### src/rtl/ttc_frame_align_ctrl.sv
// ttc_frame_align_ctrl
// Frame-alignment controller for the TTC receive path. It hunts for the sync
// word in the recovered serial stream, steps the deserializer sampling phase
// when the hunt times out, and declares lock after LOCK_COUNT sync words in a
// row that are each 16 bits apart. Once locked it delivers every 16-bit
// frame. It drops lock after UNLOCK_ERRORS errored frames in a row, or when a
// resync is requested.
//
// Ports:
//   clk160        system clock
//   rst           asynchronous active-high reset
//   bit_in        recovered serial bit, valid when bit_en=1
//   bit_en        one recovered bit present this cycle
//   frame_err     decoder error flag for the frame presented on the previous cycle
//   resync        single-cycle request to restart the hunt
//   frame_valid   one-cycle pulse, frame_data valid
//   frame_data    aligned frame, first-received bit in bit 15
//   locked        high while in LOCKED
//   phase_sel     sampling-phase select to the deserializer
//   phase_step    one-cycle pulse when phase_sel changes
//   state         0 HUNT, 1 VERIFY, 2 LOCKED
//   lock_loss_cnt LOCKED->HUNT transitions, saturating at 255
module ttc_frame_align_ctrl #(
  parameter logic [15:0] SYNC_WORD     = 16'h817E,
  parameter int          LOCK_COUNT    = 4,
  parameter int          UNLOCK_ERRORS = 4,
  parameter int          HUNT_TIMEOUT  = 256
) (
  input  logic        clk160,
  input  logic        rst,
  input  logic        bit_in,
  input  logic        bit_en,
  input  logic        frame_err,
  input  logic        resync,
  output logic        frame_valid,
  output logic [15:0] frame_data,
  output logic        locked,
  output logic [1:0]  phase_sel,
  output logic        phase_step,
  output logic [1:0]  state,
  output logic [7:0]  lock_loss_cnt
);

  typedef enum logic [1:0] {
    ST_HUNT   = 2'd0,
    ST_VERIFY = 2'd1,
    ST_LOCKED = 2'd2
  } state_t;

  localparam logic [3:0]  LOCK_LAST    = 4'(LOCK_COUNT);
  localparam logic [3:0]  UNLOCK_LAST  = 4'(UNLOCK_ERRORS);
  localparam logic [15:0] TIMEOUT_LAST = 16'(HUNT_TIMEOUT - 1);

  // Saturating increment for the lock-loss counter.
  function automatic logic [7:0] sat_inc8(input logic [7:0] v);
    if (v == 8'hFF) begin
      return v;
    end else begin
      return v + 8'd1;
    end
  endfunction

  state_t      state_r;
  logic [15:0] sr_r;
  logic [3:0]  bit_cnt_r;
  logic [3:0]  match_cnt_r;
  logic [3:0]  err_cnt_r;
  logic [15:0] timeout_r;
  logic        frame_valid_r;
  logic        fv_d_r;
  logic [15:0] frame_data_r;
  logic        locked_r;
  logic [1:0]  phase_sel_r;
  logic        phase_step_r;
  logic [7:0]  lock_loss_cnt_r;

  logic [15:0] sr_next_s;
  logic        sync_hit_s;
  logic        word_end_s;
  logic        frame_due_s;
  logic        err_sample_s;

  assign sr_next_s    = {sr_r[14:0], bit_in};
  assign sync_hit_s   = (sr_next_s == SYNC_WORD);
  assign word_end_s   = bit_en && (bit_cnt_r == 4'd15);
  assign frame_due_s  = (state_r == ST_LOCKED) && word_end_s;
  // fv_d_r is high exactly on the cycle after a frame_valid pulse, which is
  // the only cycle on which the decoder's error flag refers to our frame.
  assign err_sample_s = (state_r == ST_LOCKED) && fv_d_r;

  // Alignment FSM, counters, shift register and all registered outputs.
  always_ff @(posedge clk160 or posedge rst) begin
    if (rst) begin
      state_r         <= ST_HUNT;
      sr_r            <= 16'h0000;
      bit_cnt_r       <= 4'd0;
      match_cnt_r     <= 4'd0;
      err_cnt_r       <= 4'd0;
      timeout_r       <= 16'd0;
      frame_valid_r   <= 1'b0;
      fv_d_r          <= 1'b0;
      frame_data_r    <= 16'h0000;
      locked_r        <= 1'b0;
      phase_sel_r     <= 2'd0;
      phase_step_r    <= 1'b0;
      lock_loss_cnt_r <= 8'd0;
    end else begin
      frame_valid_r <= 1'b0;
      phase_step_r  <= 1'b0;
      fv_d_r        <= frame_valid_r;

      if (bit_en) begin
        sr_r <= sr_next_s;
      end else begin
        sr_r <= sr_r;
      end

      // A due frame is delivered even when resync lands on the same cycle.
      if (frame_due_s) begin
        frame_valid_r <= 1'b1;
        frame_data_r  <= sr_next_s;
      end else begin
        frame_data_r  <= frame_data_r;
      end

      if (resync) begin
        state_r     <= ST_HUNT;
        locked_r    <= 1'b0;
        bit_cnt_r   <= 4'd0;
        match_cnt_r <= 4'd0;
        err_cnt_r   <= 4'd0;
        timeout_r   <= 16'd0;
        if (state_r == ST_LOCKED) begin
          lock_loss_cnt_r <= sat_inc8(lock_loss_cnt_r);
        end else begin
          lock_loss_cnt_r <= lock_loss_cnt_r;
        end
      end else begin
        case (state_r)
          ST_HUNT: begin
            if (bit_en) begin
              // A sync match wins over a same-cycle timeout.
              if (sync_hit_s) begin
                state_r     <= ST_VERIFY;
                bit_cnt_r   <= 4'd0;
                match_cnt_r <= 4'd1;
                timeout_r   <= 16'd0;
              end else if (timeout_r == TIMEOUT_LAST) begin
                phase_sel_r  <= phase_sel_r + 2'd1;
                phase_step_r <= 1'b1;
                timeout_r    <= 16'd0;
              end else begin
                timeout_r <= timeout_r + 16'd1;
              end
            end else begin
              timeout_r <= timeout_r;
            end
          end

          ST_VERIFY: begin
            if (bit_en) begin
              if (bit_cnt_r == 4'd15) begin
                bit_cnt_r <= 4'd0;
                if (sync_hit_s) begin
                  match_cnt_r <= match_cnt_r + 4'd1;
                  if ((match_cnt_r + 4'd1) == LOCK_LAST) begin
                    state_r   <= ST_LOCKED;
                    locked_r  <= 1'b1;
                    err_cnt_r <= 4'd0;
                  end else begin
                    state_r <= ST_VERIFY;
                  end
                end else begin
                  state_r     <= ST_HUNT;
                  match_cnt_r <= 4'd0;
                  timeout_r   <= 16'd0;
                end
              end else begin
                bit_cnt_r <= bit_cnt_r + 4'd1;
              end
            end else begin
              bit_cnt_r <= bit_cnt_r;
            end
          end

          ST_LOCKED: begin
            if (bit_en) begin
              bit_cnt_r <= bit_cnt_r + 4'd1;  // wraps 15 -> 0 at each frame end
            end else begin
              bit_cnt_r <= bit_cnt_r;
            end
            if (err_sample_s) begin
              if (frame_err) begin
                if ((err_cnt_r + 4'd1) == UNLOCK_LAST) begin
                  state_r         <= ST_HUNT;
                  locked_r        <= 1'b0;
                  lock_loss_cnt_r <= sat_inc8(lock_loss_cnt_r);
                  match_cnt_r     <= 4'd0;
                  timeout_r       <= 16'd0;
                  err_cnt_r       <= 4'd0;
                  bit_cnt_r       <= 4'd0;
                end else begin
                  err_cnt_r <= err_cnt_r + 4'd1;
                end
              end else begin
                err_cnt_r <= 4'd0;
              end
            end else begin
              err_cnt_r <= err_cnt_r;
            end
          end

          default: begin
            state_r  <= ST_HUNT;
            locked_r <= 1'b0;
          end
        endcase
      end
    end
  end

  assign frame_valid   = frame_valid_r;
  assign frame_data    = frame_data_r;
  assign locked        = locked_r;
  assign phase_sel     = phase_sel_r;
  assign phase_step    = phase_step_r;
  assign state         = state_r;
  assign lock_loss_cnt = lock_loss_cnt_r;

endmodule

### config.mk
export PLATFORM = sky130hd
export DESIGN_NAME = ttc_frame_align_ctrl
export DESIGN_NICKNAME = d
export VERILOG_FILES = /design/src/rtl/ttc_frame_align_ctrl.sv
export SDC_FILE = /design/constraint.sdc
export NUM_CORES = 1
export LEC_CHECK = 0
export ABC_AREA = 1
export ABC_CLOCK_PERIOD_IN_PS = 3000
export CAP_MARGIN = 40
export CORE_MARGIN = 5
export CORE_UTILIZATION = 40
export CTS_BUF_LIST = sky130_fd_sc_hd__clkbuf_8
export DETAILED_ROUTE_END_ITERATION = 8
export GPL_ROUTABILITY_DRIVEN = 1
export GPL_TIMING_DRIVEN = 0
export PLACE_DENSITY = 0.58
export SYNTH_ARGS = -nofsm -noshare
export SYNTH_HDL_FRONTEND = slang
export SYNTH_SLANG_ARGS = --single-unit
### constraint.sdc
create_clock -name clk160 -period 3 [get_ports clk160]
set_input_delay 0.3 -clock clk160 [delete_from_list [all_inputs] [get_ports clk160]]
set_output_delay 0.3 -clock clk160 [all_outputs]
set_load 0.1 [all_outputs]
**Yosys cells after proc, flatten, opt, wreduce, memory -nomap -nowiden**

Index checks and enable logic that the tools add are counted.

- Add/subtract/negate cells: 6
- Reductions and logical operators: 17
- Bitwise operators: 2
- Multiplexer cells: 73
- Equality and inequality tests: 19

Operator list:

| kind | number |
|---|---|
| two-way mux 16 bit | 10 |
| two-way mux 4 bit | 26 |
| two-way mux 8 bit | 7 |
| case mux 16 bit (3 select lines) | 1 |
| inequality test 3 bit (second input constant) | 9 |
| case mux 4 bit (3 select lines) | 2 |
| AND reduction 8 bit | 3 |
| two-way mux 2 bit | 10 |
| adder 16 x 1 -> 16 bit (second input constant) | 1 |
| equality test 16 bit (second input constant) | 1 |
| equality test 16 x 8 -> 1 bit (second input constant) | 1 |
| two-way mux 1 bit | 14 |
| adder 4 x 1 -> 4 bit (second input constant) | 3 |
| adder 8 x 1 -> 8 bit (second input constant) | 1 |
| equality test 4 x 3 -> 1 bit (second input constant) | 2 |
| equality test 8 bit (second input constant) | 1 |
| case mux 4 bit (2 select lines) | 1 |
| AND reduction 4 bit | 2 |
| AND reduction 7 bit | 1 |
| case mux 2 bit (3 select lines) | 1 |
| AND reduction 6 bit | 1 |
| nonzero test 2 bit | 3 |
| AND reduction 5 bit | 1 |
| equality test 4 bit (second input constant) | 1 |
| other kinds (11) | 14 |

- Bits of input ports: 6
- Word-level logic and storage cells: 130
- Output and inout bits: 31
- Bits in registers: 75

**Depth between registers and ports, before layout**

Gate-level depths: netlist of run 1.

- Depth in word-level cells: 8
- Mapped depth: 13
- Gate-level depth less buffers: 12

**Least setup slack after synthesis of run 1**

OpenSTA, ideal clock, no wires.

- Kind: register to register
- Start point: register state_r[0] (netlist: state[0])
- End point: register timeout_r[9]
- Arrival time: 2.318 ns
- Clock period less this slack: 2.436 ns
- Data required time: 2.882 ns
- Stages on the path, launching flop included: 14
- Setup time: 0.118 ns
- Buffers on the path: 1
- Path slack: 0.564 ns
- Cell sequence: dfrtp_1 -> inv_1 -> ha_1 -> inv_2 -> nor2_1 -> o21ai_1 -> nand2_1 -> nor2_2 -> nand2_2 -> nor2_8 -> inv_4 -> buf_6 -> nand2_1 -> nand2_1

- Longest elaborated chain between the ends: 4
- Elaborated cells on any way between the ends: 15

Ends and longest elaborated chain:

| element | line | source |
|---|---|---|
| start, declared | 63 | `state_t state_r;` |
| start signal, assigned | 94 | `state_r <= ST_HUNT;` |
| start signal, assigned | 127 | `state_r <= ST_HUNT;` |
| start signal, assigned | 144 | `state_r <= ST_VERIFY;` |
| equality test 2 bit | 89, 139 |  |
| logical AND 1 bit | 89 | `assign err_sample_s = (state_r == ST_LOCKED) && fv_d_r;` |
| inequality test 3 bit (no source line) | n/a |  |
| AND reduction 8 bit (no source line) | n/a |  |
| end signal, assigned | 153 | `timeout_r <= timeout_r + 16'd1;` |
| end signal, assigned | 156 | `timeout_r <= timeout_r;` |
| end, declared | 68 | `logic [15:0] timeout_r;` |

Parallel ways exist; a longest one is shown, timed or not.
A chain may end at the register's enable or synchronous reset.

**Worst setup path in the final report of run 1**

- Start point: register state_r[0] (netlist: state[0])
- End point: register timeout_r[15]

The elaborated chain is that of the path after synthesis.

==> summary.md, run 1 <==
| Metric | Value |
|---|---|
| Crit Path Category | flip-flop to flip-flop |
| Fin. max-slew vios | 0 |
| Clk Latency, worst-skew pair | 340 ps |
| Status | finished, final reports clean |
| Hold_buf cts | 0 |
| Routed Antenna Nets | 0 |
| Antenna violations before repair | 0 |
| Fillers | 1009 |
| CP max FO | 10 |
| Worst setup SP type | flip-flop |
| Fmax | 490.1 MHz |
| IO Port Bufs | 35 |
| Top-area cell type share of the netlist area | 45.06% |
| Postcts setup bufs | 0 |
| Final net count | 656 |
| CP Data Arrival Time | 2270 ps |
| Actual slew at the worst max-slew pin | 524.7 ps |
| Met1 WL | around 4800 um |
| Total power draw | 2.825 mW |
| Via density | 4.880 |
| Htree depth | 3 |
| Pre-antenna DRT Iters | 5 |
| Peak VDD IR | 0.3384 mV |
| Cell Count Post-Placement | around 770 |
| Full die area | between 0.01 and 0.015 mm2 |
| Placer's final routability congestion estimate | 0.8668 |
| Routed vias | 3811 |
| Lkg Pwr | 2.591 nW |
| Rel. slew slack | 65.02% |
| Max Clock Skew | around 11 ps |
| Cell count after synthesis | 562 |
| Routed wire length | about 9800 um |
| Vias in the first global route | 3666 |
| Synth area leaders | dfrtp_1, nand2_1, nand3_1 |
| CP endpoint kind | flip-flop |
| Max clock buf depth | 2 |
| Largest net degree at the start of global routing | 61 |
| Core Region | 0.01023 mm2 |
| DP HPWL | 7191 um |
| Yosys warning total | 0 |
| Hold slack | approximately 240 ps |
| Synthesized cell area | 0.004165 mm2 |
| # setup viols final | 0 |
| Unrepaired setup endpoints after global routing | no |
| # diodes | 0 |
| Post-layout min period | 2040 ps |
| CTS sink cnt | 75 |
| CTS tree | done |
| Top sig layer | met4 |
| Area leader, netlist | dfrtp_1 |
| Die Ht | 112.0 um |
| CTS root buf | clkbuf_8 |
| Total of max-cap violations | 0 |
| Tcrit/Tclk final | 68.01% |
| Layout cells sized above 1 | a little under an eighth |
| Site row count | 37 |
| GRT Total Usage | between 10% and 20% |
| Pwr Density | 523.3 mW/mm2 |
| Final core utilization | between 50% and 60% |
| DR WL met2 | 4457 um |
| Average wire per standard cell | between 10 and 15 um |
| Met3 WL | 464 um |
| Sequential area share after synthesis | a little under half |
| Drc violations | 0 |
| Critical Path RT | 3230 ps |
| DR iter-0 viols | between 150 and 200 |
| Area grow syn2layout | 29.62% |
| Final Hold Fails | 0 |
| Clock transition at path regs | 80 ps |
| Finished Layout Cells | 781 |
| CTS resizes | 0 |
| Syn_nets | between 500 and 600 |
| First-pass GRT wire length | 17310 um |
| Io pins | 37 |
| Mean Syn Cell Area | 7.411 um2 |
| Number of synthesized register bits | 75 |
| HP Class | input port to async pin |
| Commonest cells after routing, fill and taps aside | nand2_1, nor2_1, dfrtp_1, nand3_1, inv_1 |
| Count of different cell masters after synthesis | 29 |
| Die Wd | 112.0 um |
| Total gr overflow | 0 |
| Initial core utilization | 40.71% |
| Num CTS Buffers | 9 |
| Most common cell after layout, fill and taps aside | nand2_1 |
cells in the mapped netlist:
cell type,count
nand3b_1,4
nand2_1,148
clkbuf_1,6
nand4_1,17
xor2_1,9
a21oi_1,17
o21ai_1,3
o22ai_1,1
buf_6,2
mux2_2,1
ha_1,10
buf_2,4
nand3_2,1
inv_4,1
nor3_1,1
nor2_1,80
dfrtp_1,75
inv_1,60
nor2_4,1
nor2_8,1
nand3_1,65
inv_2,3
or2_2,2
nand2_2,6
nor3_2,1
xnor2_1,5
buf_1,1
nor2_2,2
o21ai_0,35
cell families (layout without fill, tap and decap cells):
group,after synthesis,in the layout,synth area share (%)
AOI/OAI and AO/OA,56,56,6.759
xor gates and xnor gates,14,14,2.944
adders and majority gates,10,10,3.004
buffers and inverters,77,160,7.480
DFF,75,75,45.06
muxes,1,1,0.2703
and+or+nand+nor,329,329,34.48
routing by layer:
metal / vias to the layer above / GRT usage [%]
li1: 1955 / -
met1: 1770 / 23.18
met2: 82 / 26.14
met3: 4 / 3.666
met4: 0 / 3.846
met5: - / 0
final cells by class:
type / count / area (um2) / share of cell area, %
Multi-Input combinational cell: 410 / 1977 / 36.62
Sequential cell: 75 / 1877 / 34.76
Timing Repair Buffer: 67 / 843.3 / 15.62
Inverter: 64 / 245.2 / 4.542
Tap cell: 136 / 170.2 / 3.152
Clock buffer: 9 / 123.9 / 2.294
Clock inverter: 7 / 93.84 / 1.738
Buffer: 13 / 68.82 / 1.275
registers in the layout, summed over array words and instances (netlist names):
name and cells:
err_cnt_r 4, timeout_r 16, locked 1, state 2
match_cnt_r 4, phase_step 1, sr_r 15, lock_loss_cnt 8
bit_cnt_r 4, frame_valid 1, fv_d_r 1, frame_data 16
phase_sel 2
per-stage QoR:
stage / setup TNS [ps] / setup slack [ps] / cell area [um2]
2_1_floorplan: 0 / 564.2 / 4165
3_3_place_gp: -40110 / -539.7 / 4686
3_5_place_dp: 0 / 762.8 / 5181
4_1_cts: 0 / 948.5 / 5399
5_1_grt: 0 / 757.6 / 5399
6_report: 0 / 959.6 / 5399
worst paths after layout:
kind                        startpoint        endpoint  slack [ps]  cells after the start
min                                rst   frame_data[0]         240                      2
min reg2reg                frame_valid          fv_d_r         390                      0
min in group clk160        frame_valid          fv_d_r         390                      0
max in group asynchronous          rst  match_cnt_r[1]        2180                      3
max reg2reg                   state[0]   timeout_r[15]         960                     12
max                           state[0]   timeout_r[15]         960                     12
where the power goes:
part	switching, mW	internal [mW]
registers	0.0755	1.08
logic	0.550	0.258
clock network	0.390	0.467
worst max-delay path: stages (launching register included):
cell and delay [ps]:
dfrtp_1 410, inv_1 100, ha_1 320, nand2_1 140, o21ai_1 160, nand2_1 100, nor2_2 120, nand2_2 100
nor2_8 140, inv_4 80, buf_6 150, nand2_1 70, nand2_1 50
(Power assumes the default switching activity.)
==> run 2, diff against run 1 <==
--- a/config.mk
+++ b/config.mk
@@ -6,7 +6,7 @@
 export NUM_CORES = 1
 export LEC_CHECK = 0
 export ABC_AREA = 1
-export ABC_CLOCK_PERIOD_IN_PS = 3000
+export ABC_CLOCK_PERIOD_IN_PS = 1750
 export CAP_MARGIN = 40
 export CORE_MARGIN = 5
 export CORE_UTILIZATION = 40
@@ -14,7 +14,7 @@
 export DETAILED_ROUTE_END_ITERATION = 8
 export GPL_ROUTABILITY_DRIVEN = 1
 export GPL_TIMING_DRIVEN = 0
-export PLACE_DENSITY = 0.58
+export PLACE_DENSITY = 0.6
 export SYNTH_ARGS = -nofsm -noshare
 export SYNTH_HDL_FRONTEND = slang
 export SYNTH_SLANG_ARGS = --single-unit
==> constraint.sdc (replaced) <==
create_clock -name clk160 -period 1.75 [get_ports clk160]
set_input_delay 0.175 -clock clk160 [delete_from_list [all_inputs] [get_ports clk160]]
set_output_delay 0.175 -clock clk160 [all_outputs]
set_load 0.1 [all_outputs]
==> summary.md, run 2 (synthesis results as in run 1) <==
| Metric | Value |
|---|---|
| Routed vias | 3958 |
| Clock transition at path regs | 80 ps |
| Most common cell after layout, fill and taps aside | nand2_1 |
| CP endpoint kind | flip-flop |
| Io pins | 37 |
| Commonest cells after routing, fill and taps aside | nand2_1, nor2_1, dfrtp_1, nand3_1, inv_1 |
| GRT Total Usage | 17.14% |
| Max clock buf depth | 2 |
| Routed Antenna Nets | 0 |
| Hold_buf cts | 0 |
| Full die area | 0.01255 mm2 |
| Largest net degree at the start of global routing | 34 |
| Drc violations | 0 |
| Post-layout min period | 1837 ps |
| CP max FO | 6 |
| IO Port Bufs | 35 |
| Peak VDD IR | 0.4549 mV |
| DR iter-0 viols | around 210 |
| Routed wire length | between 10000 and 15000 um |
| Crit Path Category | flip-flop to flip-flop |
| CTS sink cnt | 75 |
| Register area | approximately 0.0019 mm2 |
| Via density | 4.954 |
| Worst setup SP type | flip-flop |
| Total gr overflow | 0 |
| CP Data Arrival Time | 2090 ps |
| Vias in the first global route | 3826 |
| Switch share | 37.53% |
| Met3 WL | 436 um |
| Antenna violations before repair | 0 |
| DR WL met2 | 4906 um |
| Num CTS Buffers | 9 |
| Unrepaired setup endpoints after global routing | yes |
| Core Region | a little over 0.01 mm2 |
| Final TNS setup | -1024 ps |
| Actual slew at the worst max-slew pin | approximately 520 ps |
| Pwr Density | 884.0 mW/mm2 |
| Die Wd | 112.0 um |
| CTS root buf | clkbuf_8 |
| Pre-antenna DRT Iters | 5 |
| Die Ht | 112.0 um |
| Tcrit/Tclk final | 105.0% |
| # setup viols final | 19 |
| Placer's final routability congestion estimate | 0.8762 |
| Top sig layer | met4 |
| Area grow syn2layout | 40.37% |
| Final setup margin | -86.68 ps |
| Final net count | a little under 700 |
| Final Hold Fails | 0 |
| Seq pwr share | 39.0% |
| Rel. slew slack | 65.24% |
| Fin. max-slew vios | 0 |
| Area of the multi-input gates | approximately 0.0022 mm2 |
| Clk Latency, worst-skew pair | 360 ps |
| HP Class | input port to async pin |
| Failing checks | negative setup slack |
| Status | complete, but fails checks |
| # diodes | 0 |
| CTS tree | done |
| Htree depth | 3 |
| Fillers | 910 |
| Fmax | between 500 and 600 MHz |
| Comb power frac | 35.7% |
| Internal | 3.229 mW |
| Lkg Pwr | roughly 2.8 nW |
| Net Sw Power | 1.940 mW |
| Average wire per standard cell | 12.97 um |
| Clock power frac | roughly 25% |
| Layout cells sized above 1 | a little under a quarter |
| First-pass GRT wire length | 17880 um |
| Total of max-cap violations | 0 |
| Site row count | 37 |
| Hold slack | 180.2 ps |
| Max Clock Skew | 11.16 ps |
| DP HPWL | about 7300 um |
| Critical Path RT | around 2000 ps |
| Met1 WL | 4824 um |
| Initial core utilization | 40.71% |
==> run 2: cell types whose count changed in the layout (fill, tap and decap cells not counted), sizes merged <==
cell | previous run | this run
buf | 39 | 55
bufinv | 2 | 1
clkbuf | 15 | 16
clkdlybuf4s50 | 35 | 32
clkinv | 3 | 2
clkinvlp | 1 | 3
dlymetal6s2s | 0 | 3
nand2 | 154 | 155
==> run 2: final timing paths <==
kind | startpoint | end | slack, ps | depth (start not counted)
max in group asynchronous | rst | lock_loss_cnt[1] | 840 | 4
worst max-delay path | state[1] | timeout_r[10] | -90 | 12
worst min register to register | frame_valid | fv_d_r | 390 | 0
worst max register to register | state[1] | timeout_r[10] | -90 | 12
min in group clk160 | bit_en | sr_r[2] | 310 | 3
worst min-delay path | rst | frame_data[6] | 180 | 2
==> run 2: timing repair <==
action / 4_1_cts / 5_1_grt
gates resized for setup: 26 / 58
buffers inserted: 6 / 9
endpoints found under the setup margin: 46 / 60
pin swaps: 7 / 12
gates cloned: 1 / 1
==> run 2: power groups by stage <==
stage | clock network (mW) | registers [mW] | logic, mW
final | 1.31 | 2.01 | 1.84
after global routing | 1.41 | 2.04 | 2.00
after CTS | 1.35 | 2.01 | 1.55
after detailed placement | 0 | 2.05 | 1.45
after global placement | 0 | 2.04 | 1.30
after floorplan | 0 | 2.30 | 0.714
==> run 2: per-layer routing <==
layer / up-vias / global-route usage, %
met5: - / 0
met3: 17 / 3.342
li1: 2005 / -
met1: 1849 / 23.32
met2: 87 / 26.86
met4: 0 / 7.212
==> run 2: layout make-up <==
class,count,area share [%]
multi-input cells,411,37.94
flip-flops and latches,75,32.55
repair buffers,84,17.57
inverters,64,4.430
well taps,136,2.910
clock buffers,9,2.119
plain buffers,13,1.412
clock inverters,7,1.070
==> run 2: worst max-delay path: stages (launching register included) <==
cell and delay (ps):
dfrtp_4 520, ha_4 200, inv_4 100, nor2_4 50, o21ai_2 70, nand2_1 80
nor2_2 130, nand2_2 110, nor2_8 150, inv_8 60, clkbuf_16 160, nand2_2 50
nand2_1 50
==> run 2: stage by stage <==
| stage | cells | setup slack, ps | power, mW | utilization (%) | instance area, um2 |
|---|---|---|---|---|---|
| floorplan | 562 | -136.9 | 3.013 | - | 4234 |
| global placement | 733 | -409.9 | 3.346 | 46.47 | 4755 |
| detailed placement | 766 | -395.0 | 3.496 | 51.41 | 5260 |
| CTS | 789 | -106.8 | 4.920 | 54.56 | 5582 |
| global route | 799 | -169.2 | 5.443 | 57.15 | 5847 |
| finish | 799 | -86.68 | 5.168 | 57.15 | 5847 |
